==> src/rtl/fetch_unit_pkg.sv <==
// Shared pipeline stage register types and fetch-stage constants.
package fetch_unit_pkg;

    localparam logic [31:0] RISCV_NOP             = 32'h0000_0013;
    localparam int          FETCH_MAX_OUTSTANDING = 2;

    typedef struct packed {
        logic [31:0] pc;
        logic [31:0] fetched_inst;
    } if_id_t;

endpackage

==> src/rtl/fetch_unit_buffer.sv <==
// Two-entry FIFO with push, pop, flush and occupancy count.
// Used both for returned {pc, inst} words and for the in-flight request PC queue.
module fetch_buffer #(
    parameter int W = 64
) (
    input  logic         clk,
    input  logic         rst,
    input  logic         push,
    input  logic [W-1:0] push_data,
    input  logic         pop,
    input  logic         flush,
    output logic [W-1:0] head,
    output logic [1:0]   count
);

    logic [W-1:0] mem [2];
    logic         rd_ptr;
    logic         wr_ptr;
    logic         do_push;
    logic         do_pop;

    assign do_pop  = pop && (count != 2'd0);
    assign do_push = push && ((count != 2'd2) || do_pop);
    assign head    = mem[rd_ptr];

    always_ff @(posedge clk or posedge rst) begin
        if (rst) begin
            rd_ptr <= 1'b0;
            wr_ptr <= 1'b0;
            count  <= 2'd0;
        end else if (flush) begin
            rd_ptr <= 1'b0;
            wr_ptr <= 1'b0;
            count  <= 2'd0;
        end else begin
            if (do_push) wr_ptr <= ~wr_ptr;
            if (do_pop)  rd_ptr <= ~rd_ptr;
            count <= count + {1'b0, do_push} - {1'b0, do_pop};
        end
    end

    // Storage needs no reset: count gates every read that matters.
    always_ff @(posedge clk) begin
        if (do_push && !flush) mem[wr_ptr] <= push_data;
    end

endmodule

==> src/rtl/fetch_unit.sv <==
// Instruction fetch stage: owns the PC, issues imem requests, buffers up to two words, drives IF_ID.
// Defining FETCH_PERF_CNT_EN adds the perf_fetched / perf_bubbles counters.
module fetch_unit
    import fetch_unit_pkg::*;
#(
    parameter logic [31:0] RESET_PC = 32'h0000_0000,
    parameter logic [31:0] NOP_INST = RISCV_NOP
) (
    input  logic        clk,
    input  logic        reset,
    input  logic        stall,
    input  logic        redirect_valid,
    input  logic [31:0] redirect_pc,
    output logic        imem_req_valid,
    input  logic        imem_req_ready,
    output logic [31:0] imem_req_addr,
    input  logic        imem_resp_valid,
    input  logic [31:0] imem_resp_data,
    output if_id_t      if_id_reg
`ifdef FETCH_PERF_CNT_EN
    ,
    output logic [31:0] perf_fetched,
    output logic [31:0] perf_bubbles
`endif
);

    logic [31:0] pc_q;
    logic [1:0]  out_cnt;
    logic [1:0]  drop_cnt;
    logic [1:0]  fifo_cnt;
    logic [31:0] inflight_pc;
    if_id_t      fifo_head;
    if_id_t      push_entry;
    logic        pop;
    logic [2:0]  credit_sum;
    logic        req_fire;
    logic        resp_tracked;
    logic        resp_keep;

    assign pop            = !redirect_valid && !stall && (fifo_cnt != 2'd0);
    assign credit_sum     = {1'b0, out_cnt} + {1'b0, fifo_cnt} - {2'b00, pop};
    assign imem_req_valid = !reset && !redirect_valid
                            && (credit_sum < 3'(FETCH_MAX_OUTSTANDING));
    assign imem_req_addr  = pc_q;
    assign req_fire       = imem_req_valid && imem_req_ready;

    // Responses with nothing in flight belong to pre-reset requests and are ignored.
    assign resp_tracked = imem_resp_valid && (out_cnt != 2'd0);
    assign resp_keep    = resp_tracked && (drop_cnt == 2'd0) && !redirect_valid;
    assign push_entry   = '{pc: inflight_pc, fetched_inst: imem_resp_data};

    // The in-flight PC queue occupancy is the outstanding-request count.
    fetch_buffer #(.W(32)) u_inflight (
        .clk       (clk),
        .rst       (reset),
        .push      (req_fire),
        .push_data (pc_q),
        .pop       (resp_tracked),
        .flush     (1'b0),
        .head      (inflight_pc),
        .count     (out_cnt)
    );

    fetch_buffer #(.W(64)) u_fifo (
        .clk       (clk),
        .rst       (reset),
        .push      (resp_keep),
        .push_data (push_entry),
        .pop       (pop),
        .flush     (redirect_valid),
        .head      (fifo_head),
        .count     (fifo_cnt)
    );

    always_ff @(posedge clk or posedge reset) begin
        if (reset) begin
            pc_q      <= RESET_PC;
            drop_cnt  <= 2'd0;
            if_id_reg <= '{pc: 32'h0, fetched_inst: NOP_INST};
        end else if (redirect_valid) begin
            pc_q     <= redirect_pc & ~32'h3;
            drop_cnt <= out_cnt - {1'b0, resp_tracked};
            if_id_reg.fetched_inst <= NOP_INST;
        end else begin
            if (req_fire) pc_q <= pc_q + 32'd4;
            if (resp_tracked && (drop_cnt != 2'd0)) drop_cnt <= drop_cnt - 2'd1;
            if (!stall) begin
                if (fifo_cnt != 2'd0) if_id_reg <= fifo_head;
                else                  if_id_reg.fetched_inst <= NOP_INST;
            end
        end
    end

`ifdef FETCH_PERF_CNT_EN
    always_ff @(posedge clk or posedge reset) begin
        if (reset) begin
            perf_fetched <= 32'd0;
            perf_bubbles <= 32'd0;
        end else begin
            if (pop) perf_fetched <= perf_fetched + 32'd1;
            if (redirect_valid || (!stall && (fifo_cnt == 2'd0)))
                perf_bubbles <= perf_bubbles + 32'd1;
        end
    end
`endif

endmodule

==> config.mk <==
export PLATFORM = sky130hd
export DESIGN_NAME = fetch_unit
export DESIGN_NICKNAME = d
export VERILOG_FILES = /design/src/rtl/fetch_unit_pkg.sv /design/src/rtl/fetch_unit_buffer.sv /design/src/rtl/fetch_unit.sv
export SDC_FILE = /design/constraint.sdc
export NUM_CORES = 1
export LEC_CHECK = 0
export BUFFER_PORTS_ARGS = -buffer_cell sky130_fd_sc_hd__buf_2
export CAP_MARGIN = 20
export CORE_ASPECT_RATIO = 0.6
export CORE_MARGIN = 2
export CORE_UTILIZATION = 55
export DETAILED_ROUTE_END_ITERATION = 10
export MAX_ROUTING_LAYER = met4
export PLACE_DENSITY = 0.77
export SKIP_LAST_GASP = 1
export SYNTH_ARGS = -nofsm -noshare
export SYNTH_HDL_FRONTEND = slang
export SYNTH_SLANG_ARGS = --single-unit
==> constraint.sdc <==
create_clock -name clk -period 7.34 [get_ports clk]
set_input_delay 0.734 -clock clk [delete_from_list [all_inputs] [get_ports clk]]
set_output_delay 0.734 -clock clk [all_outputs]
set_load 0.01 [all_outputs]
### After elaboration in Yosys (flattened, before gate mapping)

Memories as Yosys holds them, arrays and structs flattened.
Cells that the tools add are included.

* flip-flop bits (word level): 106
* memory bits (writable): 192
* input bits: 70
* output and inout port bits: 97
* word-level logic and storage cells: 75
* memories kept: 2

Memory list
* u_fifo.mem: words 2, width 64, read ports 1, clocked after memory_dff 0, wr ports 1, line fetch_unit_buffer.sv:16 `logic [W-1:0] mem [2];`
* u_inflight.mem: words 2, width 32, read ports 1, clocked after memory_dff 0, wr ports 1, line fetch_unit_buffer.sv:16

* add/sub/neg operators: 9
* $lt $le $gt $ge: 1
* equal/unequal tests: 3
* multiplexer cells: 16
* bitwise operators: 6
* reduce and logical (&&, ||, !) cells: 28

Operator list (count)
* $mux 32: 5
* $add 32x3->32 const B: 1
* $logic_and 1x1->1: 14
* $reduce_bool 2->1: 7
* $mux 1: 8
* $mux 2: 3
* $not 1->1: 6
* $sub 2x1->2: 3
* $add 2x1->2: 2
* $ne 2x2->1 const B: 2
* $add 2x2->3: 1
* $logic_not 1->1: 3
* $lt 3x2->1 const B: 1
* $reduce_and 3->1: 1
* $sub 3x1->3: 1
* $logic_not 2->1: 1
* $logic_or 1x1->1: 2
* $ne 2x1->1 const B: 1
* $sub 2x1->2 const B: 1

### Depth between registers and ports, before layout

* word-level depth: 10
* mapped depth: 16
* gate-level depth less buffers: 12

### By module

A second synthesis with hierarchy kept.

* cell total of the unflattened synthesis: 800
* area, all modules: 12027.8 µm²

Modules (own cells, without submodules)
* fetch_buffer (u_fifo): instances 1, cells an instance 221, area each 5064.9 µm², sequential area each 3943.8 µm²
* fetch_unit: instances 1, cells an instance 457, area each 4399.2 µm², sequential area each 2406.1 µm²
* fetch_buffer (u_inflight): instances 1, cells an instance 122, area each 2563.7 µm², sequential area each 2021.9 µm²

### Worst setup path after synthesis

Ideal clock, no wire load.

* path kind: input-to-reg
* start point: in redirect_valid
* end point: mem u_inflight.mem[0][10] (enable)
* setup time: 421 ps
* arrival time: 4573 ps
* required time: 6919 ps
* setup slack: 2347 ps
* stages: 14
* buffers on the path: 3
* cell sequence: clkbuf_1 -> nor2_1 -> o21ai_1 -> clkbuf_1 -> inv_1 -> ha_1 -> inv_1 -> nand2_1 -> fa_1 -> nand4bb_1 -> or2_1 -> buf_2 -> a21oi_1 -> nor2b_1

* word-level cells in the longest chain between the ends: 10
* elaborated cells between the ends (all ways): 11
* those cells by class: 1 x add/sub; 1 x order compare; 2 x mux; 7 x reduce/logical

Ends and longest elaborated chain
* from (decl): line fetch_unit.sv:12 `input logic redirect_valid,`
* $logic_not 1->1: line fetch_unit.sv:40 `assign pop = !redirect_valid && !stall && (fifo_cnt != 2'd0);`
* $logic_and 1x1->1 (2 in a row): line fetch_unit.sv:40
* named net pop: line fetch_unit.sv:34 `logic pop;`
* $sub 3x1->3: line fetch_unit.sv:41 `assign credit_sum = {1'b0, out_cnt} + {1'b0, fifo_cnt} - {2'b00, pop};`
* $lt 3x2->1: line fetch_unit.sv:43 `&& (credit_sum < 3'(FETCH_MAX_OUTSTANDING));`
* $logic_and 1x1->1: line fetch_unit.sv:43
* $logic_and 1x1->1: line fetch_unit.sv:45 `assign req_fire = imem_req_valid && imem_req_ready;`
* $logic_and 1x1->1: line fetch_unit_buffer.sv:23 `assign do_push = push && ((count != 2'd2) || do_pop);`
* $mux 1: line fetch_unit_buffer.sv:44 `if (do_push && !flush) mem[wr_ptr] <= push_data;`
* $mux 1 (implied by the code): line fetch_unit_buffer.sv:44
* to (decl): line fetch_unit_buffer.sv:16

The timed path passes the listed nets, and every way through them passes these cells.

### Worst setup path after layout

* start point: reg u_fifo.count[1]
* end point: out imem_req_valid

* word-level cells in the longest chain between the ends: 5
* elaborated cells between the ends (all ways): 6
* those cells by class: 2 x add/sub; 1 x order compare; 3 x reduce/logical

Ends and longest elaborated chain
* from (decl): line fetch_unit_buffer.sv:13 `output logic [1:0] count`
* from (signal assigned): line fetch_unit_buffer.sv:38 `count <= count + {1'b0, do_push} - {1'b0, do_pop};`
* $reduce_bool 2->1: line fetch_unit.sv:40
* $logic_and 1x1->1: line fetch_unit.sv:40
* named net pop: line fetch_unit.sv:34
* $sub 3x1->3: line fetch_unit.sv:41
* $lt 3x2->1: line fetch_unit.sv:43
* $logic_and 1x1->1: line fetch_unit.sv:43
* to (decl): line fetch_unit.sv:14 `output logic imem_req_valid,`

The timed path passes the listed nets, and every way through them passes these cells.

==> reports/metrics.yaml <==
wl_per_cell_um: 18.9
finalCriticalPeriod_ps: 3830
via_per_inst: 5.62
detailed_place.area_mm2: 0.0124
worst_ep_arrival_time_ps: 3100
timing.setup.critical_path_class: "reg2out"
ff2ff_path_depth: 13
cell_internal_pwr_mw: 2.93
tritoncts.num_buffers: 25
final_nets: 1026
area_growth_pct: 16.6
postCtsHoldBufs: 0
async_flop_share: 0.357
globalRoute.totalOverflow: 0
placement_rows: 40
final-setup-viol-count: 0
reg2reg_setup_slack_ps: 3670
hold_violations: 0
synth.top_cell.area_share: 0.491
critPathMaxFanout: 5
area_of_the_mapped_netlist_mm2: 0.0113
hold_path.class: "in2async"
place.gp.congestion: 0.881
insertion_delay_ps: 520
height_of_the_die_um: 115
detailroute.via_count: 6955
synthMostInstantiatedCell: "sky130_fd_sc_hd__edfxtp_1"
hpwlAfterDp_mm: 14.7
routed_wire_length_mm: 23.4
synth.top_cells.by_area: "sky130_fd_sc_hd__edfxtp_1 (49%), sky130_fd_sc_hd__dfrtp_1 (22%), sky130_fd_sc_hd__mux2i_1 (5.8%)"
insertedDiodeCount: 0
maximum_number_of_pins_on_one_net_before_global_route_repair: 92
instances_no_fill: 1238
share_seq_of_total_power: 0.517
initialDrtViolationCount: 596
number_of_gates_resized_after_cts: 0
number_of_cells_produced_by_synthesis: 784
synth_common_cells: "sky130_fd_sc_hd__edfxtp_1 (184), sky130_fd_sc_hd__dfrtp_1 (99), sky130_fd_sc_hd__nand2_1 (97)"
tightestPinTransition_ps: 1020
count_of_pins_over_their_slew_limit: 0
starting_utilization_of_the_core_area: 0.562
finalCritPeriodShare: 0.522
power_frac_comb: 0.181
slew_headroom: 0.322
initial_antenna_violation_count: 0
first_pass_grt_wire_length_mm: 36.3
worstSetupEndpointType: "primary output"
synthesis.area_per_instance_um2: 14.4
ys_ff_latch: 286
fill_cells: 1490
vdd_drop_max_mv: 0.202
number_of_flip_flops_under_the_largest_register_name: 124
synth_seq_area_share: 0.718
maxClockFrequency_ghz: 0.261
yosys_warnings: 0
finish.instance_area_mm2: 0.0131
setup_total_negative_slack_ps: 0
synth.lib_cells_used.distinct: 54
worstReg2RegEnd: "imem_req_addr[5]$_DFFE_PP0P_"
final_antenna_net_count: 0
number_of_sinks_driven_by_the_clock_tree: 286
power.share.clock: 0.301
remaining_drc_errors: 0
drt_pre_antenna_iters: 5
worst_hold_slack_after_final_layout_ps: 325
clock-skew-final_ps: 8.60
die-area_mm2: 0.0217
clock-root-buffer: "sky130_fd_sc_hd__clkbuf_16"
r2r_start: "u_fifo.count[1]$_DFF_PP0_"
maxCapViolCount: 0
synthDominantAreaCellType: "sky130_fd_sc_hd__edfxtp_1"
run_status: "finished, final reports clean"
startpoint: "u_fifo.count[1]$_DFF_PP0_"
cts_tree: "built"
p_sw_frac: 0.277
grt_overall_usage: 0.226
switching_power_summed_over_all_nets_mw: 1.12
worst_setup_path_start_kind: "flop"
coreArea_mm2: 0.0200
synth_flop_cell: "sky130_fd_sc_hd__edfxtp_1"
grt_setup_unrepaired: "no"
vias_in_the_first_global_route: 6485
post_synth_edffs: 184
post-cts-setup-buffer-count: 0
total_leakage_power_nw: 5.13
cts_max_path_buffers: 3
power_density_mw_per_mm2: 309
io_pins: 167
dieWidth_um: 189
required_time_of_the_worst_setup_path_ps: 6610
share_of_post_route_cells_with_drive_strength_above_1: 0.261
count_of_buffers_inserted_at_the_top_level_ports: 160
clk_pin_slew_worst_paths_ps: 70
placed_cells: 1192
cts_max_level: 1
worst max path at each step:
stage	cells past startpoint	slack, ps	to
floorplan	14	2350	u_inflight.mem[0][10]$_DFFE_PP_
detailed placement	14	2960	imem_req_addr[5]$_DFFE_PP0P_
global route	12	3350	imem_req_valid
CTS	12	3460	imem_req_addr[5]$_DFFE_PP0P_
global placement	14	3120	imem_req_addr[10]$_DFFE_PP0P_
finish	10	3510	imem_req_valid
worst max-delay path, stage by stage, from the launching register on:
cell and delay [ps]:
sky130_fd_sc_hd__dfrtp_1 450, sky130_fd_sc_hd__o21ai_4 170, sky130_fd_sc_hd__inv_1 110, sky130_fd_sc_hd__ha_1 280, sky130_fd_sc_hd__inv_1 80, sky130_fd_sc_hd__nand2_1 80
sky130_fd_sc_hd__fa_1 390, sky130_fd_sc_hd__xnor2_1 230, sky130_fd_sc_hd__nor3b_1 440, sky130_fd_sc_hd__nor2b_1 210, sky130_fd_sc_hd__buf_2 150
layout by cell type (no fill, tap or decap), drive strengths merged, types with 4 or more instances in the layout:
| cell type | n |
|---|---|
| mux2i | 65 |
| o311ai | 11 |
| clkbuf | 38 |
| o211ai | 6 |
| clkinv | 6 |
| nor3 | 4 |
| a221o | 4 |
| nand2 | 97 |
| mux2 | 30 |
| and2 | 4 |
| nor2b | 9 |
| conb | 4 |
| nand4 | 11 |
| nor2 | 29 |
| o21ai | 84 |
| ha | 8 |
| xnor2 | 6 |
| nand3 | 15 |
| inv | 19 |
| nor4 | 6 |
| dfrtp | 99 |
| a21oi | 11 |
| nand3b | 4 |
| edfxtp | 184 |
| nand2b | 4 |
| buf | 172 |
metal layers:
metal / GRT usage / routed length, µm
met3: 0.0424 / 1850
met4: 0.0505 / 371
met1: 0.340 / 11100
met5: - / 0
met2: 0.323 / 10100
cells by family after synthesis:
kind of cell               Yosys count  share of synthesized area
AOI/OAI and AO/OA                  132                     0.0695
xor gates and xnor gates             8                    0.00623
adders and majority gates            9                     0.0107
buffers and inverters               57                     0.0207
DFF                                286                      0.718
muxes                               95                     0.0878
other                                1                   0.000333
and+or+nand+nor                    196                     0.0866
area by class of cell:
class                   instances  area, µm²  share of cell area
well taps                     273        342              0.0260
flip-flops and latches        286       8090               0.616
clock buffers                  38        714              0.0545
clock inverters                 7       38.8             0.00296
repair buffers                172        891              0.0679
multi-input cells             444       2980               0.227
inverters                      18       70.1             0.00534
power by group through the flow:
stage	clock network (mW)	logic, mW	registers [mW]
2_1_floorplan	0	0.417	2.14
3_3_place_gp	0	0.719	2.12
3_5_place_dp	0	0.736	2.13
4_1_cts	1.25	0.743	2.10
5_1_grt	1.31	0.813	2.12
6_report	1.22	0.735	2.10
through the flow:
step	worst slack, ps	util	total power, mW
after floorplan	2350	-	2.56
after global placement	3120	0.617	2.84
after detailed placement	2960	0.617	2.87
after CTS	3460	0.655	4.10
after global routing	3350	0.655	4.25
final	3510	0.655	4.06
(Power assumes the default switching activity.)
